## src/rtl/register_file.sv

```systemverilog
// RV32I integer register file: x0 reads zero, two combinational reads, one clocked write, no backpressure.
// Define REG_FILE_BYPASS_EN to forward same-cycle write data onto matching read ports.
module register_file #(
   parameter int DATA_WIDTH = 32,
   parameter int ADDR_WIDTH = 5
) (
   input  logic                  clk,
   input  logic                  rst,
   input  logic [ADDR_WIDTH-1:0] rs1,
   input  logic [ADDR_WIDTH-1:0] rs2,
   input  logic [ADDR_WIDTH-1:0] rd,
   input  logic                  wen,
   input  logic [DATA_WIDTH-1:0] wdata,
   output logic [DATA_WIDTH-1:0] rdata1,
   output logic [DATA_WIDTH-1:0] rdata2
);

   localparam int DEPTH = 2 ** ADDR_WIDTH;

   // x0 has no storage; only x1..x(DEPTH-1) exist.
   logic [DATA_WIDTH-1:0] regs [1:DEPTH-1];

   logic write_ok;
   assign write_ok = (wen == 1'b1) && !rst && (rd != '0);

   always_ff @(posedge clk) begin
      for (int i = 1; i < DEPTH; i++) begin
         if (rst) begin
            regs[i] <= '0;
         end else if (write_ok && (rd == ADDR_WIDTH'(i))) begin
            regs[i] <= wdata;
         end
      end
   end

   // Reads are forced to zero while reset is asserted so stale contents never leak out.
   always_comb begin
      rdata1 = '0;
      rdata2 = '0;
      if (!rst) begin
         for (int i = 1; i < DEPTH; i++) begin
            if (rs1 == ADDR_WIDTH'(i)) rdata1 = regs[i];
            if (rs2 == ADDR_WIDTH'(i)) rdata2 = regs[i];
         end
`ifdef REG_FILE_BYPASS_EN
         if (write_ok && (rs1 == rd)) rdata1 = wdata;
         if (write_ok && (rs2 == rd)) rdata2 = wdata;
`endif
      end
   end

endmodule

```

## config.mk

```make
export PLATFORM = sky130hd
export DESIGN_NAME = register_file
export DESIGN_NICKNAME = d
export VERILOG_FILES = /design/src/rtl/register_file.sv
export SDC_FILE = /design/constraint.sdc
export NUM_CORES = 2
export LEC_CHECK = 0
export ABC_AREA = 1
export BUFFER_PORTS_ARGS = -buffer_cell sky130_fd_sc_hd__buf_2
export CAP_MARGIN = 20
export CORE_MARGIN = 2
export CORE_UTILIZATION = 49
export DETAILED_ROUTE_END_ITERATION = 12
export GPL_ROUTABILITY_DRIVEN = 0
export PLACE_DENSITY = 0.67
export SETUP_SLACK_MARGIN = 0.05
export SYNTH_ARGS = -nofsm -noshare
export SYNTH_HDL_FRONTEND = slang
export SYNTH_SLANG_ARGS = --single-unit
```

## constraint.sdc

```tcl
create_clock -name clk -period 3 [get_ports clk]
set_input_delay 0.45 -clock clk [delete_from_list [all_inputs] [get_ports clk]]
set_output_delay 0.45 -clock clk [all_outputs]
set_load 0.005 [all_outputs]
```

== Word-level counts from Yosys, hierarchy flattened ==
Memory sizes are Yosys's and may differ from the RTL's.
Cells that the tools add are included.
Word-level totals
  register bits after elaboration: 0
  RAM bits: 992
  memories: 1
  bits of input ports: 50
Memory list
  regs: words 31, bits a word 32, read ports 31, clocked after memory_dff 0, write ports 31, line 21  | logic [DATA_WIDTH-1:0] regs [1:DEPTH-1];
Operators by class
  reductions and logical operators: 35
  bitwise operators: 31
  multiplexer cells: 190
  eq/ne operators: 93
Operators with widths (count)
  $mux 32: 95
  $eq 5x5->1 const B: 48
  $eq 5x4->1 const B: 24
  $mux 1: 95
  $eq 5x3->1 const B: 12
  $logic_and 1x1->1: 33
  $or 1x1->1: 31
  $eq 5x2->1 const B: 6
  $eq 5x1->1 const B: 3
  $reduce_bool 5->1: 1
  $logic_not 1->1: 1

== Logic depth before layout (Yosys ltp) ==
  depth in word-level cells: 33
  mapped depth: 25

== Worst setup path after synthesis ==
No wires, ideal clock.
  kind: input-to-reg
  from: input port rst
  to: register, netlist name regs[0][100]
  cell stages on the path: 8
  data arrival time: 2456 ps
  data required time: 2611 ps
  slack: 155 ps
  cell sequence: inv_1 nand2_1 or3_1 inv_1 buf_1 nand2_1 clkbuf_1 nand2_1
RTL lines
  start, declared: line 8  | input logic rst,

==> results.cfg <==
[min_path]
holdPathStages = 4
hp-class = input pin to flip-flop
hold_start = wdata[28]
hold-path-endpoint = regs[0][892]$_SDFFCE_PN0P_

[power_and_ir_drop]
powerDensity_nw_per_um2 = 533.0
power.static_leakage_nw = 26.54
finalPower_mw = 34.25
vdd.ir_drop.worst_mv = 0.4528

[die]
rows = 118
core_area_sq_um = 103800
die_w_um = 328
die_height_um = 328
initial_core_util_pct = 49.56
die-area_sq_um = 107600
io_pins = 114

[finish]
layout_commonest_cell = nand2_1
top_register = regs
antenna_cells = 0
layout_common_cells = 1583 x nand2_1, 1322 x nor2_1, 992 x edfxtp_1
largest_register_ff_count = 992
fin_nets = 6768
reg_top3 = regs (992)
design_area_sq_um = 64260
fin_util_pct = 61.91
num-fill-cells = 8367
drive_gt1_share_pct = 23.52
area_growth_syn_to_layout_pct = 24.93
stdcell_count = 8182

[route]
drc = 0
wire_per_inst_um = 24.33
route.top_layer_used = met5
wirelength_um = 199100
dr.pass1.iters = 6
vias = 48577
met2_length_um = 84270
ant_nets = 0
met1_length_um = 73400
first_iter_violations = 8430
vias_per_cell = 5.937
met3_length_um = 31140

[sta]
relSlewSlack_pct = 51.81
max_freq_ghz = 0.2154
setup_slack_ns = -1.643
worstMarginPinSlew_ns = 0.7229
whs_ns = 0.4078
drv_slew = 0
setup-violations-final = 64
hold_violations = 0
min_period_ns = 4.643
rsz0062_at_grt = yes
fin_tns_setup_ns = -73.04
post-route-period-util_pct = 154.8

[synth]
ys_types = 26
yosys_warnings = 0
syn_nets = 6304
synth_seq_cells = 992
synthesis.instances = 6254
netlist_area_sq_um = 51440
synth.avg_cell_area_sq_um = 8.225
yosysSeqAreaShare_pct = 57.91

[place]
placedCellCount = 7905
io_buffers = 113
pre_cts_slack_ns = -1.461
place_hpwl_um = 131600
place_area_sq_um = 57400

[worst_setup_path]
arrival_ns = 4.19
startpoint_type = flip-flop
crit_required_ns = 2.55
crit_fanout = 2
endpoint_kind = output port
crit_type = flip-flop to output port

[grt]
grt_pass1_wl_um = 287800
grt_max_degree = 96
antenna_found_initial = 4
grt_overflow = 0
grt_util_all_layers_pct = 36.14
grt_pass1_vias = 44810

[clock_tree]
cts.sinks = 992
htree_levels = 3
clock_path_buffers = 3
clkTransAtPathRegs_ns = 0.06
root_buffer = clkbuf_16
cts_buffers = 105
cts_tree = built

[run_status]
failed_checks = negative setup slack
outcome = complete, but fails checks

[job]
cap_violations = 0
==> metal layers <==
layer | vias up | track usage (%)
li1 | 21142 | -
met2 | 3959 | 52.53
met4 | 6 | 16.38
met3 | 573 | 9.855
met1 | 22897 | 50.51
met5 | - | 0
==> worst max path at each step <==
| stage | to | slack (ns) | startpoint |
|---|---|---|---|
| after floorplan | regs[0][100]$_SDFFCE_PN0P_ | 0.15 | rst |
| after global placement | rdata1[25] | -1.43 | rs1[0] |
| after detailed placement | rdata1[25] | -1.46 | rs1[0] |
| after CTS | rdata1[0] | -1.44 | regs[0][64]$_SDFFCE_PN0P_ |
| after global routing | rdata1[8] | -1.66 | regs[0][72]$_SDFFCE_PN0P_ |
| final | rdata1[0] | -1.64 | regs[0][64]$_SDFFCE_PN0P_ |
==> power breakdown <==
part | switching [mW] | internal (mW) | total [mW]
registers | 0.396 | 16.0 | 16.4
clock network | 5.70 | 7.99 | 13.7
logic | 2.96 | 1.21 | 4.17
==> cell usage after synthesis <==
cell | instances | area share, %
a21oi_1 | 169 | 1.6
buf_1 | 10 | 0.073
buf_2 | 36 | 0.35
buf_4 | 1 | 0.015
buf_6 | 1 | 0.022
clkbuf_1 | 359 | 2.6
clkinv_1 | 2 | 0.015
edfxtp_1 | 992 | 58
inv_1 | 560 | 4.1
inv_2 | 12 | 0.088
nand2_1 | 1816 | 13
nand3_1 | 127 | 1.2
nand3_2 | 1 | 0.019
nand4_1 | 400 | 4.9
nor2_1 | 1512 | 11
nor2_2 | 6 | 0.073
nor2_4 | 2 | 0.044
nor3_1 | 7 | 0.068
nor3_2 | 1 | 0.019
nor3_4 | 1 | 0.032
nor3b_1 | 4 | 0.058
o21ai_0 | 152 | 1.5
o21ai_1 | 5 | 0.049
or2_0 | 4 | 0.049
or2_2 | 73 | 0.89
or3_1 | 1 | 0.012
==> cell type report <==
class / count / area [sq um] / share of cell area, %
timing repair buffer: 763 / 6967 / 10.84
clock inverter: 78 / 840.8 / 1.308
tap: 1380 / 1727 / 2.687
clock buffer: 113 / 2721 / 4.235
multi-input combinational: 4282 / 20020 / 31.16
sequential: 992 / 29790 / 46.36
inverter: 574 / 2193 / 3.413
==> what timing repair did <==
item | 4_1_cts | 5_1_grt
gates cloned | 8 | 2
endpoints found under the setup margin | 64 | 64
pin swaps | 326 | 388
hold buffers | 0 | 0
buffers inserted | 51 | 33
resized for setup | 517 | 232
==> critical path, cell delays in order, from the launching register on <==
cell      delay [ns]
edfxtp_1        0.43
nand4_1         0.15
nand3_2         0.10
nand2_2         0.09
nand4_1         0.20
nor2_1          0.15
nand4_1         0.31
nor2_2          0.21
nand4_1         0.16
nor2_1          0.17
nand4_1         0.24
nor2_2          0.18
nand4_1         0.15
nor2_2          0.18
nand4_1         0.18
nor2_2          0.20
nand4_1         0.14
nand2_1         0.10
inv_1           0.04
buf_2           0.12
==> logic make-up (layout without fill, tap and decap cells) <==
family | count (synthesis) | after routing | synth area share [%]
AOI/OAI and AO/OA | 326 | 326 | 3.172
buffers and inverters | 981 | 1528 | 7.268
DFF | 992 | 992 | 57.91
and+or+nand+nor | 3955 | 3956 | 31.65
No activity file was read; power rests on OpenSTA's default activity.
